File: src/rtl/rr_multi_producer_fifo_if.sv
// Producer/consumer bundle for the round-robin multi-producer FIFO.
// The FIFO itself sits on the slave side; the producers and consumer sit on the master side.
interface rr_multi_producer_fifo_if #(
    parameter int K = 4,
    parameter int N = 4,
    parameter int C = 3
);
    localparam int CW  = $clog2(C);
    localparam int DCW = $clog2(N) + 1;

    logic [C-1:0]   write;
    logic [C*K-1:0] din;
    logic [C-1:0]   grant;
    logic           read;
    logic [K-1:0]   dout;
    logic [CW-1:0]  dout_ch;
    logic           full;
    logic           empty;
    logic           almost_full;
    logic           almost_empty;
    logic           underflow;
    logic [DCW-1:0] D;

    modport master (
        output write, din, read,
        input  grant, dout, dout_ch, full, empty, almost_full, almost_empty, underflow, D
    );

    modport slave (
        input  write, din, read,
        output grant, dout, dout_ch, full, empty, almost_full, almost_empty, underflow, D
    );
endinterface

File: src/rtl/rr_multi_producer_fifo.sv
// C producer channels share one FWFT FIFO through a round-robin arbiter.
// Each entry is tagged with the channel it came from.
module rr_multi_producer_fifo #(
    parameter int K  = 4,
    parameter int N  = 4,
    parameter int C  = 3,
    parameter int AF = 3,
    parameter int AE = 1
) (
    input  logic                   clk,
    input  logic                   rst,
    rr_multi_producer_fifo_if.slave bus
);
    localparam int CW  = $clog2(C);
    localparam int AW  = $clog2(N);
    localparam int DCW = AW + 1;

    logic [AW-1:0]   wr_ptr_reg;
    logic [AW-1:0]   rd_ptr_reg;
    logic [DCW-1:0]  count_reg;
    logic [CW-1:0]   rr_last_reg;
    logic            underflow_reg;
    logic [CW+K-1:0] mem [N];

    logic [CW-1:0]   pick_idx;
    logic            pick_valid;
    logic [CW-1:0]   cand_idx;
    logic [K-1:0]    pick_din;
    logic [C-1:0]    grant_vec;
    logic            grant_en;
    logic            do_pop;
    logic            full;
    logic            empty;
    logic [CW+K-1:0] head;

    assign full  = (count_reg == DCW'(N));
    assign empty = (count_reg == '0);

    // Search upward from the channel after the last winner, wrapping modulo C.
    always_comb begin
        pick_idx   = '0;
        pick_valid = 1'b0;
        cand_idx   = '0;
        for (int off = 1; off <= C; off++) begin
            cand_idx = CW'((int'(rr_last_reg) + off) % C);
            if (!pick_valid && bus.write[cand_idx]) begin
                pick_valid = 1'b1;
                pick_idx   = cand_idx;
            end
        end
    end

    always_comb begin
        pick_din = '0;
        for (int i = 0; i < C; i++) begin
            if (pick_idx == CW'(i)) begin
                pick_din = bus.din[i*K +: K];
            end
        end
    end

    // Reset also masks the grant so nothing is written while rst is low.
    assign grant_en = rst && !full && pick_valid;
    assign do_pop   = rst && bus.read && !empty;

    generate
        for (genvar gi = 0; gi < C; gi++) begin : g_grant
            assign grant_vec[gi] = grant_en && (pick_idx == CW'(gi));
        end
    endgenerate

    always_ff @(posedge clk) begin
        if (grant_en) begin
            mem[wr_ptr_reg] <= {pick_idx, pick_din};
        end
    end

    always_ff @(posedge clk) begin
        if (!rst) begin
            wr_ptr_reg    <= '0;
            rd_ptr_reg    <= '0;
            count_reg     <= '0;
            rr_last_reg   <= CW'(C - 1);
            underflow_reg <= 1'b0;
        end else begin
            if (grant_en) begin
                wr_ptr_reg  <= wr_ptr_reg + 1'b1;
                rr_last_reg <= pick_idx;
            end
            if (do_pop) begin
                rd_ptr_reg <= rd_ptr_reg + 1'b1;
            end
            if (grant_en && !do_pop) begin
                count_reg <= count_reg + 1'b1;
            end else if (do_pop && !grant_en) begin
                count_reg <= count_reg - 1'b1;
            end
            if (bus.read && empty) begin
                underflow_reg <= 1'b1;
            end
        end
    end

    assign head             = mem[rd_ptr_reg];
    assign bus.grant        = grant_vec;
    assign bus.dout         = head[K-1:0];
    assign bus.dout_ch      = head[CW+K-1:K];
    assign bus.full         = full;
    assign bus.empty        = empty;
    assign bus.almost_full  = (count_reg >= DCW'(AF));
    assign bus.almost_empty = (count_reg <= DCW'(AE));
    assign bus.underflow    = underflow_reg;
    assign bus.D            = count_reg;
endmodule

File: src/flat_wrapper.sv
// flat-port wrapper written by rule: the top's interface ports become plain ports
module rr_multi_producer_fifo_flat 
#(
    parameter int K  = 4,
    parameter int N  = 4,
    parameter int C  = 3,
    parameter int AF = 3,
    parameter int AE = 1
)
  (clk, rst, bus_write, bus_din, bus_read, bus_grant, bus_dout, bus_dout_ch, bus_full, bus_empty, bus_almost_full, bus_almost_empty, bus_underflow, bus_D);
  rr_multi_producer_fifo_if #(.K(K), .N(N), .C(C)) bus_i ();
  input  logic clk;
  input  logic rst;
  input wire logic [$bits(bus_i.write)-1:0] bus_write;
  input wire logic [$bits(bus_i.din)-1:0] bus_din;
  input wire logic [$bits(bus_i.read)-1:0] bus_read;
  output wire logic [$bits(bus_i.grant)-1:0] bus_grant;
  output wire logic [$bits(bus_i.dout)-1:0] bus_dout;
  output wire logic [$bits(bus_i.dout_ch)-1:0] bus_dout_ch;
  output wire logic [$bits(bus_i.full)-1:0] bus_full;
  output wire logic [$bits(bus_i.empty)-1:0] bus_empty;
  output wire logic [$bits(bus_i.almost_full)-1:0] bus_almost_full;
  output wire logic [$bits(bus_i.almost_empty)-1:0] bus_almost_empty;
  output wire logic [$bits(bus_i.underflow)-1:0] bus_underflow;
  output wire logic [$bits(bus_i.D)-1:0] bus_D;
  assign bus_i.write = bus_write;
  assign bus_i.din = bus_din;
  assign bus_i.read = bus_read;
  assign bus_grant = bus_i.grant;
  assign bus_dout = bus_i.dout;
  assign bus_dout_ch = bus_i.dout_ch;
  assign bus_full = bus_i.full;
  assign bus_empty = bus_i.empty;
  assign bus_almost_full = bus_i.almost_full;
  assign bus_almost_empty = bus_i.almost_empty;
  assign bus_underflow = bus_i.underflow;
  assign bus_D = bus_i.D;
  rr_multi_producer_fifo #(.K(K), .N(N), .C(C), .AF(AF), .AE(AE)) u_core (.clk(clk), .rst(rst), .bus(bus_i));
endmodule
File: config.mk
export PLATFORM = sky130hd
export DESIGN_NAME = rr_multi_producer_fifo_flat
export DESIGN_NICKNAME = d
export VERILOG_FILES = /design/src/rtl/rr_multi_producer_fifo_if.sv /design/src/rtl/rr_multi_producer_fifo.sv /design/src/flat_wrapper.sv
export SDC_FILE = /design/constraint.sdc
export NUM_CORES = 1
export LEC_CHECK = 0
export CORE_MARGIN = 2
export CORE_UTILIZATION = 45
export DETAILED_ROUTE_END_ITERATION = 12
export GPL_TIMING_DRIVEN = 1
export HOLD_SLACK_MARGIN = 0.15
export MAX_ROUTING_LAYER = met4
export PLACE_DENSITY = 0.84
export SETUP_SLACK_MARGIN = 0.15
export SLEW_MARGIN = 10
export SYNTH_ARGS = -nofsm -noshare
export SYNTH_HDL_FRONTEND = slang
export SYNTH_SLANG_ARGS = --single-unit
File: constraint.sdc
create_clock -name clk -period 2.3 [get_ports clk]
set_clock_uncertainty 0.2 [all_clocks]
set_input_delay 0.46 -clock clk [delete_from_list [all_inputs] [get_ports clk]]
set_output_delay 0.46 -clock clk [all_outputs]
set_load 0.01 [all_outputs]
After elaboration in Yosys (flattened, before gate mapping):

Memory sizes are Yosys's and may differ from the RTL's. A register that Yosys moved wholly into a read port is not among the register bits.
Index checks and enable logic that the tools add are counted.

* bits in registers: 10
* latch bits: 0
* RAM bits: 24
* bits in read-only memories: 0
* output and inout port bits: 17
* logic and storage cells: 66
* memories: 1

Memories
* u_core.mem: words 4, bits a word 6, read ports 1, clocked after memory_dff 1, write ports 1, RTL line rr_multi_producer_fifo.sv:23 `logic [CW+K-1:0] mem [N];`

* $add $sub $neg: 7
* multiply operators: 0
* div/mod/pow operators: 3
* $lt $le $gt $ge: 5
* eq/ne operators: 3
* shifts and indexed selects: 0
* muxes and demuxes: 21
* bitwise logic cells: 0
* reduce and logical (&&, ||, !) cells: 21

Operator list (count)
* modulo 32 x 3 -> 32 bit, second input constant: 3
* logical AND 1 bit: 12
* 2-to-1 mux 4 bit: 3
* 2-to-1 mux 2 bit: 5
* < comparator 2 x 3 -> 1 bit, second input constant: 3
* 2-to-1 mux 1 bit: 8
* adder 2 x 2 -> 3 bit, second input constant: 2
* binary-select mux 1 bit (select 2 bit): 3
* logical NOT 1 bit: 6
* 2-to-1 mux 3 bit: 2
* adder 2 x 1 -> 2 bit, second input constant: 2
* adder 2 x 1 -> 3 bit, second input constant: 1
* adder 3 x 1 -> 3 bit, second input constant: 1
* == test 3 bit, second input constant: 1
* greater-or-equal comparator 3 x 2 -> 1 bit, second input constant: 1
* less-or-equal comparator 3 x 1 -> 1 bit, second input constant: 1
* logical NOT 3 bit: 1
* subtractor 3 x 1 -> 3 bit, second input constant: 1
* == test 2 x 1 -> 1 bit, second input constant: 1
* == test 2 bit, second input constant: 1
* logical NOT 2 bit: 1
* nonzero test 2 bit: 1

Logic depth before layout (Yosys ltp):

Gate-level depths: netlist of run 1.

* depth in word-level cells: 16
* mapped depth: 12
* mapped depth without buffers: 12

Least setup slack after synthesis of run 1:

No wires, ideal clock.

* path type: flip-flop to output port
* start point: reg u_core.rr_last_reg[0]
* end point: out bus_grant[0]
* arrival time: 1.782 ns
* data required time: 1.640 ns
* setup slack: -0.142 ns
* cell stages (with the launch flop): 9
* cell sequence: dfxtp_1 inv_1 ha_1 a21bo_2 a31o_2 and4_4 nor2_4 inv_1 nor3_1

* longest elaborated chain between the ends: 13
* elaborated cells on any way between the ends: 25

Ends and longest elaborated chain
* start, declared: RTL line rr_multi_producer_fifo.sv:21 `logic [CW-1:0] rr_last_reg;`
* start signal, assigned: RTL line rr_multi_producer_fifo.sv:83 `rr_last_reg <= CW'(C - 1);`
* start signal, assigned: RTL line rr_multi_producer_fifo.sv:88 `rr_last_reg <= pick_idx;`
* adder 2 x 1 -> 3 bit: RTL line rr_multi_producer_fifo.sv:45 `cand_idx = CW'((int'(rr_last_reg) + off) % C);`
* modulo 32 x 3 -> 32 bit: RTL line rr_multi_producer_fifo.sv:45
* binary-select mux 1 bit (select 2 bit): RTL line rr_multi_producer_fifo.sv:46 `if (!pick_valid && bus.write[cand_idx]) begin`
* 2-to-1 mux 1 bit (implied by the code): RTL line rr_multi_producer_fifo.sv:46
* 2-to-1 mux 1 bit: RTL line rr_multi_producer_fifo.sv:46
* logical NOT 1 bit: RTL line rr_multi_producer_fifo.sv:46
* logical AND 1 bit: RTL line rr_multi_producer_fifo.sv:46
* 2-to-1 mux 1 bit: RTL line rr_multi_producer_fifo.sv:46
* logical NOT 1 bit: RTL line rr_multi_producer_fifo.sv:46
* logical AND 1 bit: RTL line rr_multi_producer_fifo.sv:46
* 2-to-1 mux 2 bit *: RTL line rr_multi_producer_fifo.sv:46
* net u_core.pick_idx[0]: RTL line rr_multi_producer_fifo.sv:25 `logic [CW-1:0] pick_idx;`
* logical NOT 2 bit *: RTL line rr_multi_producer_fifo.sv:68 `assign grant_vec[gi] = grant_en && (pick_idx == CW'(gi));`
* logical AND 1 bit *: RTL line rr_multi_producer_fifo.sv:68
* end, declared: RTL line flat_wrapper.sv:17 `output wire logic [$bits(bus_i.grant)-1:0] bus_grant;`

The timed path passes the listed nets; every way through them passes the cells marked *. The select of a mux whose other input is x is not followed.

Final worst setup path of run 1:

* start point: reg u_core.rr_last_reg[0]
* end point: out bus_grant[2]

* longest elaborated chain between the ends: 13
* elaborated cells on any way between the ends: 25

Ends and longest elaborated chain
* adder 2 x 1 -> 3 bit: RTL line rr_multi_producer_fifo.sv:45
* modulo 32 x 3 -> 32 bit: RTL line rr_multi_producer_fifo.sv:45
* binary-select mux 1 bit (select 2 bit): RTL line rr_multi_producer_fifo.sv:46
* 2-to-1 mux 1 bit (implied by the code): RTL line rr_multi_producer_fifo.sv:46
* 2-to-1 mux 1 bit: RTL line rr_multi_producer_fifo.sv:46
* logical NOT 1 bit: RTL line rr_multi_producer_fifo.sv:46
* logical AND 1 bit: RTL line rr_multi_producer_fifo.sv:46
* 2-to-1 mux 1 bit: RTL line rr_multi_producer_fifo.sv:46
* logical NOT 1 bit: RTL line rr_multi_producer_fifo.sv:46
* logical AND 1 bit: RTL line rr_multi_producer_fifo.sv:46
* 2-to-1 mux 1 bit *: RTL line rr_multi_producer_fifo.sv:46
* logical AND 1 bit *: RTL line rr_multi_producer_fifo.sv:63 `assign grant_en = rst && !full && pick_valid;`
* net u_core.grant_en: RTL line rr_multi_producer_fifo.sv:30 `logic grant_en;`
* logical AND 1 bit *: RTL line rr_multi_producer_fifo.sv:68

Marks and branches as above.

==> results of run 1 <==
-- power by group through the flow --
stage / logic (mW) / registers (mW) / clock network (mW)
2_1_floorplan: 1.13 / 1.08 / 0
3_3_place_gp: 1.99 / 1.07 / 0
3_5_place_dp: 2.04 / 1.08 / 0
4_1_cts: 2.11 / 1.07 / 0.544
5_1_grt: 2.58 / 1.09 / 0.577
6_report: 2.40 / 1.07 / 0.541
-- per-stage QoR --
step                cells  hold WS [ps]  setup slack [ps]  setup TNS, ps  cell area (um2)
floorplan             156           269              89.8              0             1930
global placement      269           275              -744         -13500             2580
detailed placement    269           280              -772         -15170             2580
CTS                   285           300              -287           -956             2710
global route          292           328              -473          -5890             2840
finish                292           294              -372          -2560             2840
-- worst min-delay path by stage --
stage | startpoint | slack [ps] | to | cells after the start
global route | u_core.bus.underflow$_SDFFE_PN0P_ | 330 | u_core.bus.underflow$_SDFFE_PN0P_ | 2
finish | u_core.bus.underflow$_SDFFE_PN0P_ | 290 | u_core.bus.underflow$_SDFFE_PN0P_ | 2
detailed placement | u_core.bus.underflow$_SDFFE_PN0P_ | 280 | u_core.bus.underflow$_SDFFE_PN0P_ | 2
global placement | u_core.bus.underflow$_SDFFE_PN0P_ | 270 | u_core.bus.underflow$_SDFFE_PN0P_ | 2
floorplan | u_core.wr_ptr_reg[0]$_SDFFE_PN0P_ | 270 | u_core.wr_ptr_reg[0]$_SDFFE_PN0P_ | 1
CTS | u_core.bus.underflow$_SDFFE_PN0P_ | 300 | u_core.bus.underflow$_SDFFE_PN0P_ | 2
-- worst max-delay path: cells and delay by family (launching register included) --
family	cells	cell delay (ps)
buf+inv	4	440
flops	1	380
compound gates	2	330
mux	1	270
simple gates	1	170
fa+ha+maj	1	140
-- kinds of logic after synthesis --
| family | count (synthesis) | share of synthesized area |
|---|---|---|
| AOI/OAI and AO/OA | 27 | 0.101 |
| xor gates and xnor gates | 4 | 0.0190 |
| adders and majority gates | 13 | 0.0881 |
| buffers and inverters | 19 | 0.0386 |
| DFF | 36 | 0.520 |
| muxes | 11 | 0.101 |
| and+or+nand+nor | 46 | 0.132 |
-- synthesized netlist by cell type, types with 2 or more instances --
master                      n  share of area
sky130_fd_sc_hd__o21ai_0   10          0.027
sky130_fd_sc_hd__mux2i_1    4          0.022
sky130_fd_sc_hd__dfxtp_1   12           0.13
sky130_fd_sc_hd__ha_1      13          0.088
sky130_fd_sc_hd__nor2_1     7          0.014
sky130_fd_sc_hd__clkbuf_1   3         0.0061
sky130_fd_sc_hd__nand2_1   15          0.030
sky130_fd_sc_hd__o22ai_1    2         0.0068
sky130_fd_sc_hd__edfxtp_1  24           0.39
sky130_fd_sc_hd__mux4_2     6          0.073
sky130_fd_sc_hd__nor2b_1    4          0.014
sky130_fd_sc_hd__a21oi_1    4          0.011
sky130_fd_sc_hd__inv_1     15          0.030
sky130_fd_sc_hd__o211ai_1   5          0.020
sky130_fd_sc_hd__xnor2_1    3          0.014
sky130_fd_sc_hd__and2_1    10          0.034
-- per-layer routing --
layer | track usage | share of wire
met4 | 0.0525 | 0.0081
met3 | 0.0625 | 0.036
met2 | 0.368 | 0.55
met1 | 0.211 | 0.41
met5 | - | 0
-- timing repair --
| action | CTS | global route |
|---|---|---|
| buffers inserted | 8 | 7 |
| pin swaps | 10 | 14 |
| gates resized for setup | 56 | 27 |
| endpoints found under the setup margin | 57 | 50 |
| hold buffers | 0 | 0 |
-- layout by cell type (no fill, tap or decap), types with 2 or more instances in the layout --
master                             n
sky130_fd_sc_hd__buf_6            12
sky130_fd_sc_hd__xnor2_1           3
sky130_fd_sc_hd__inv_1            12
sky130_fd_sc_hd__buf_4            35
sky130_fd_sc_hd__inv_2             3
sky130_fd_sc_hd__mux4_2            6
sky130_fd_sc_hd__o21ai_2           2
sky130_fd_sc_hd__ha_2              2
sky130_fd_sc_hd__o21ai_1           5
sky130_fd_sc_hd__ha_4              4
sky130_fd_sc_hd__mux2i_1           4
sky130_fd_sc_hd__nor2b_1           2
sky130_fd_sc_hd__dfxtp_2           2
sky130_fd_sc_hd__o21ai_0           3
sky130_fd_sc_hd__nand2_1          14
sky130_fd_sc_hd__buf_2             9
sky130_fd_sc_hd__dfxtp_4           2
sky130_fd_sc_hd__and2_4            2
sky130_fd_sc_hd__o211ai_1          5
sky130_fd_sc_hd__ha_1              7
sky130_fd_sc_hd__a21oi_1           3
sky130_fd_sc_hd__clkdlybuf4s50_1  18
sky130_fd_sc_hd__dfxtp_1           8
sky130_fd_sc_hd__dlygate4sd2_1     5
sky130_fd_sc_hd__and2_1            8
sky130_fd_sc_hd__nor2_1            7
sky130_fd_sc_hd__clkbuf_8          5
sky130_fd_sc_hd__edfxtp_1         24
-- cell type report --
cell class	count	area, um2	area share
clock buffers	6	72.6	0.0256
well taps	50	62.6	0.0221
clock inverters	2	35.0	0.0124
inverters	16	62.6	0.0221
flip-flops and latches	36	971	0.342
multi-input cells	101	940	0.331
repair buffers	81	692	0.244
==> reports/metrics.yaml, run 1 <==
crit_type: "reg2out"
synth_seq_cells: 36
power.clock.fraction: 0.135
largest_reg_flops: 24
port_buffers: 34
crit_path_cell_trace: "buf_6 > ha_4 > mux2i_1 > o22ai_2 > buf_4 > o211ai_4 > inv_2 > and3_4 > buf_6"
antenna_cells: 0
via_count_of_the_first_global_routing_pass: 1478
ys_seq_area_frac: 0.520
synth_top_flop_cell: "sky130_fd_sc_hd__edfxtp_1"
worstSetupEndpoint: "bus_grant[2]"
root_buffer: "sky130_fd_sc_hd__clkbuf_8"
setup_violations: 30
fmax_ghz: 0.374
die_footprint_mm2: 0.00463
timing.critical_path.from_type: "flip-flop"
final_nets: 272
min_period_over_period: 1.16
routed_wl_um: 4460
timing.slew.headroom: 0.773
grt-ovfl-total: 0
layout.filler_cells: 281
core-area_mm2: 0.00397
cts_tree: "yes"
number_of_endpoints_with_negative_hold_slack_in_the_final_report: 0
initial_utilization: 0.465
clk_path_buf_depth: 2
static-leakage-power_nw: 1.18
total_number_of_clock_tree_sinks: 36
die_width_um: 68.1
number_of_design_rule_violations_left_by_the_first_detailed_router_iteration: 104
rr_endpoint: "u_core.bus.D[2]$_SDFFE_PN0P_"
power-per-cell-area_mw_per_mm2: 1420
comb_power_share: 0.598
viasPerCell: 5.13
ant_nets: 0
failed_checks: "negative setup slack"
pwr-share-seq: 0.267
worst_slew_pin_slew_ps: 339
fin_util: 0.714
power_switching_share: 0.354
timing.hold.worst.class: "reg2reg"
ioPinCount: 35
cp_data_arrival_time_ps: 2010
grt_antenna_before_repair: 0
fin_ws_ps: -372
worst_ep_required_time_ps: 1640
dieHeight_um: 68.1
reg2reg_slack_ps: -230
global_route_wire_length_before_repair_um: 6560
yosysUniqueCellTypes: 35
maxCapViolations: 0
floorplan.rows: 23
area_growth_syn_to_layout_pct: 53.5
cts_max_level: 2
slew_violations: 0
synthesis.nets: 187
ys_async_sr_fraction: 0
place_congestion: 0.783
post_synth.cell_area_avg_um2: 11.8
critPathCaptureType: "output pin"
irDropWorstVdd_uv: 961
fraction_of_final_layout_cells_with_drive_strength_greater_than_1: 0.438
drt-pass1-iter-count: 4
grt_start_max_net_pins: 14
p_sw_mw: 1.42
dr_total_vias: 1499
unrepaired_setup_endpoints_after_global_routing: "true"
drc: 0
worst_setup_path_startpoint: "u_core.rr_last_reg[0]$_SDFFE_PN0P_"
worst_skew_pair_latency_ps: 290
detail_route.wl_per_cell_um: 15.3
result_of_the_run: "finished, violations left"
startpoint_of_the_worst_register_to_register_path: "u_core.rr_last_reg[0]$_SDFFE_PN0P_"
post-route-min-period_ps: 2670
crit_slowest_cell: "sky130_fd_sc_hd__dfxtp_4"
totalPowerFinal_mw: 4.02
post_dp_hpwl_um: 2910
synthesis.instances: 156
registers.top_by_ff_count: "u_core.mem"
post_synth_instance_area_mm2: 0.00185
timing.critical_path.fanout_max: 3
cts_made_buffers: 5
post_synth_edffs: 24
cts.clk_slew.worst_paths_ps: 70
crit_path_frequent_cell: "sky130_fd_sc_hd__buf_6"
globalRouteTotalUtil: 0.202
synthesis.yosys.warnings: 0
p_int_mw: 2.59
reg2reg_depth: 13
max_stage_delay_ps: 380
(Power assumes the default switching activity.)
==> run 2: changes to the inputs <==
--- a/config.mk
+++ b/config.mk
@@ -6,12 +6,12 @@
 export NUM_CORES = 1
 export LEC_CHECK = 0
 export CORE_MARGIN = 2
-export CORE_UTILIZATION = 45
+export CORE_UTILIZATION = 28
 export DETAILED_ROUTE_END_ITERATION = 12
 export GPL_TIMING_DRIVEN = 1
 export HOLD_SLACK_MARGIN = 0.15
 export MAX_ROUTING_LAYER = met4
-export PLACE_DENSITY = 0.84
+export PLACE_DENSITY = 0.61
 export SETUP_SLACK_MARGIN = 0.15
 export SLEW_MARGIN = 10
 export SYNTH_ARGS = -nofsm -noshare
==> run 2 against run 1 <==
Effect of this change:
- largest power group unchanged
- wire length shrank 10%
- design area grew 1.5%
- first-iteration DRC count shrank 67%
- non-clock buffer count decreased by 3
- highest routed layer unchanged
- sequential cell count unchanged
- hold slack gained 10 ps
- the run still ends with negative setup slack left
- fmax is 2.9% higher
- via count is 4.1% lower
- global-route usage down 8.6 points
- sequential share of layout area fell by 0.56 points
==> reports/metrics.yaml, run 2 (synthesis gave the netlist of run 1 again) <==
result_of_the_run: "finished, violations left"
failed_checks: "negative setup slack"
min_period_over_period: 1.13  # -0.0323
crit_path_frequent_cell: "sky130_fd_sc_hd__buf_6"
cts.clk_slew.worst_paths_ps: 70  # about the same
area_growth_syn_to_layout_pct: 55.9
initial_utilization: 0.291  # -0.174
fmax_ghz: 0.385  # +2.9%
floorplan.rows: 29  # +26%
port_buffers: 34  # unchanged
ioPinCount: 35  # unchanged
mostFrequentLayoutCell: "sky130_fd_sc_hd__buf_4"
reg2reg_slack_ps: -230  # about the same
registers.top_by_ff_count: "u_core.mem"
fin_ws_ps: -297  # +74.3 ps
total_number_of_clock_tree_sinks: 36  # unchanged
core-area_mm2: 0.00635  # +60%
tns_ps: -1920  # +643 ps
setup_violations: 29  # -3.3%
unrepaired_setup_endpoints_after_global_routing: "true"
static-leakage-power_nw: 1.17  # -0.71%
post-route-min-period_ps: 2600  # -74.3 ps
clk_path_buf_depth: 2  # unchanged
grt_start_max_net_pins: 14  # unchanged
via_count_of_the_first_global_routing_pass: 1425  # -3.6%
power-per-cell-area_mw_per_mm2: 1370  # -3.1%
number_of_endpoints_with_negative_hold_slack_in_the_final_report: 0  # unchanged
largest_reg_flops: 24  # unchanged
viasPerCell: 4.55  # -11%
drc: 0  # unchanged
crit_path_cell_trace: "inv_4 > ha_4 > mux2i_4 > o22ai_4 > buf_6 > o211ai_4 > inv_2 > and3_4 > buf_6"
maxCapViolations: 0  # unchanged
die_width_um: 85.2  # +25%
cts_tree: "yes"
final-instance-count-excl-fill: 316  # +8.2%
post_dp_hpwl_um: 2850  # -1.9%
layout.filler_cells: 575  # +100%
timing.critical_path.from_type: "flip-flop"
crit_slowest_cell: "sky130_fd_sc_hd__dfxtp_4"
timing.hold.worst.class: "reg2reg"
dr_total_vias: 1438  # -4.1%
root_buffer: "sky130_fd_sc_hd__clkbuf_8"
routed_wl_um: 4010  # -10%
crit_type: "reg2out"
worst_slew_pin_slew_ps: 345  # +6.28 ps
place_congestion: 0.845  # +8.0%
slew_violations: 0  # unchanged
worst_ep_required_time_ps: 1640  # about the same
max_stage_delay_ps: 360  # -20 ps
die_footprint_mm2: 0.00726  # +57%
dieHeight_um: 85.2  # +25%
irDropWorstVdd_uv: 680  # -29%
number_of_design_rule_violations_left_by_the_first_detailed_router_iteration: 34  # -67%
drt-pass1-iter-count: 4  # unchanged
worst_skew_pair_latency_ps: 280  # about the same
grt_antenna_before_repair: 0  # unchanged
layout.cells.most_common_list: "sky130_fd_sc_hd__buf_4 (30), sky130_fd_sc_hd__edfxtp_1 (24), sky130_fd_sc_hd__clkdlybuf4s50_1 (18)"
global_route_wire_length_before_repair_um: 6450  # -1.7%
antenna_cells: 0  # unchanged
cp_data_arrival_time_ps: 1940  # -70 ps
final_nets: 269  # -1.1%
ant_nets: 0  # unchanged
detail_route.wl_per_cell_um: 12.7  # -17%
critPathCaptureType: "output pin"
numPlacedInstances: 295  # +9.7%
grt-ovfl-total: 0  # unchanged
fraction_of_final_layout_cells_with_drive_strength_greater_than_1: 0.427  # -0.0112
timing.critical_path.fanout_max: 4  # +1
cts_max_level: 2  # unchanged
fin_worst_hold_slack_ps: 304  # +10.2 ps
layout.area.seq_um2: 970  # -0.13%
globalRouteTotalUtil: 0.116  # -0.0864
postCtsHoldBufs: 0  # unchanged
multi_input_area_um2: 955  # +1.6%
cts_made_buffers: 5  # unchanged
timing.slew.headroom: 0.769  # -0.00421
==> run 2: cell count changes in the layout (fill, tap and decap cells not counted), sizes merged <==
| cell | previous run | this run |
|---|---|---|
| clkdlybuf4s15 | 0 | 1 |
| clkinvlp | 0 | 1 |
| clkbuf | 7 | 5 |
| buf | 57 | 54 |
==> run 2: layout make-up <==
| cell class | count | area share |
|---|---|---|
| Clock buffer | 5 | 0.0239 |
| Clock inverter | 3 | 0.0148 |
| Inverter | 16 | 0.0226 |
| Multi-Input combinational cell | 101 | 0.332 |
| Sequential cell | 36 | 0.337 |
| Tap cell | 77 | 0.0335 |
| Timing Repair Buffer | 78 | 0.237 |
==> run 2: layer usage <==
| metal | routed length [um] | global-route usage | share of wire |
|---|---|---|---|
| met1 | 1750 | 0.133 | 0.44 |
| met2 | 2040 | 0.198 | 0.51 |
| met3 | 153 | 0.0311 | 0.038 |
| met4 | 64 | 0.0346 | 0.016 |
| met5 | 0 | - | 0 |
==> run 2: worst paths after layout <==
check                                                        start                                 to  cells past startpoint
worst max-delay path            u_core.rr_last_reg[1]$_SDFFE_PN1P_                       bus_grant[2]                      9
worst min-delay path             u_core.bus.underflow$_SDFFE_PN0P_  u_core.bus.underflow$_SDFFE_PN0P_                      2
worst max register to register  u_core.rr_last_reg[1]$_SDFFE_PN1P_       u_core.bus.D[2]$_SDFFE_PN0P_                     14
worst min register to register   u_core.bus.underflow$_SDFFE_PN0P_  u_core.bus.underflow$_SDFFE_PN0P_                      2
==> run 2: repair_timing <==
item,4_1_cts,5_1_grt
pin swaps,17,6
gates cloned,0,0
setup buffers,9,4
setup endpoints to repair,57,53
resized for setup,81,6
==> run 2: stage by stage <==
stage               setup WS (ps)  total power [mW]  cell area [um2]  utilization
global placement             -722              3.09             2600        0.410
CTS                          -307              3.86             2830        0.446
floorplan                    89.8              2.21             1930            -
finish                       -297              3.95             2880        0.453
global route                 -369              4.22             2880        0.453
detailed placement           -744              3.11             2600        0.410
==> run 2: power by group <==
| group | switching, mW | total [mW] | leakage [nW] | internal, mW |
|---|---|---|---|---|
| Sequential | 0.101 | 1.07 | 0.321 | 0.974 |
| Combinational | 1.06 | 2.33 | 0.796 | 1.27 |
| Clock | 0.226 | 0.546 | 0.0541 | 0.320 |
==> run 2: critical path: cells and delay by family (launching register included) <==
family / cells / cell delay, ps
AOI/OAI and AO/OA: 2 / 310
adders and majority gates: 1 / 160
buffers and inverters: 4 / 390
DFF: 1 / 360
muxes: 1 / 250
and+or+nand+nor: 1 / 170
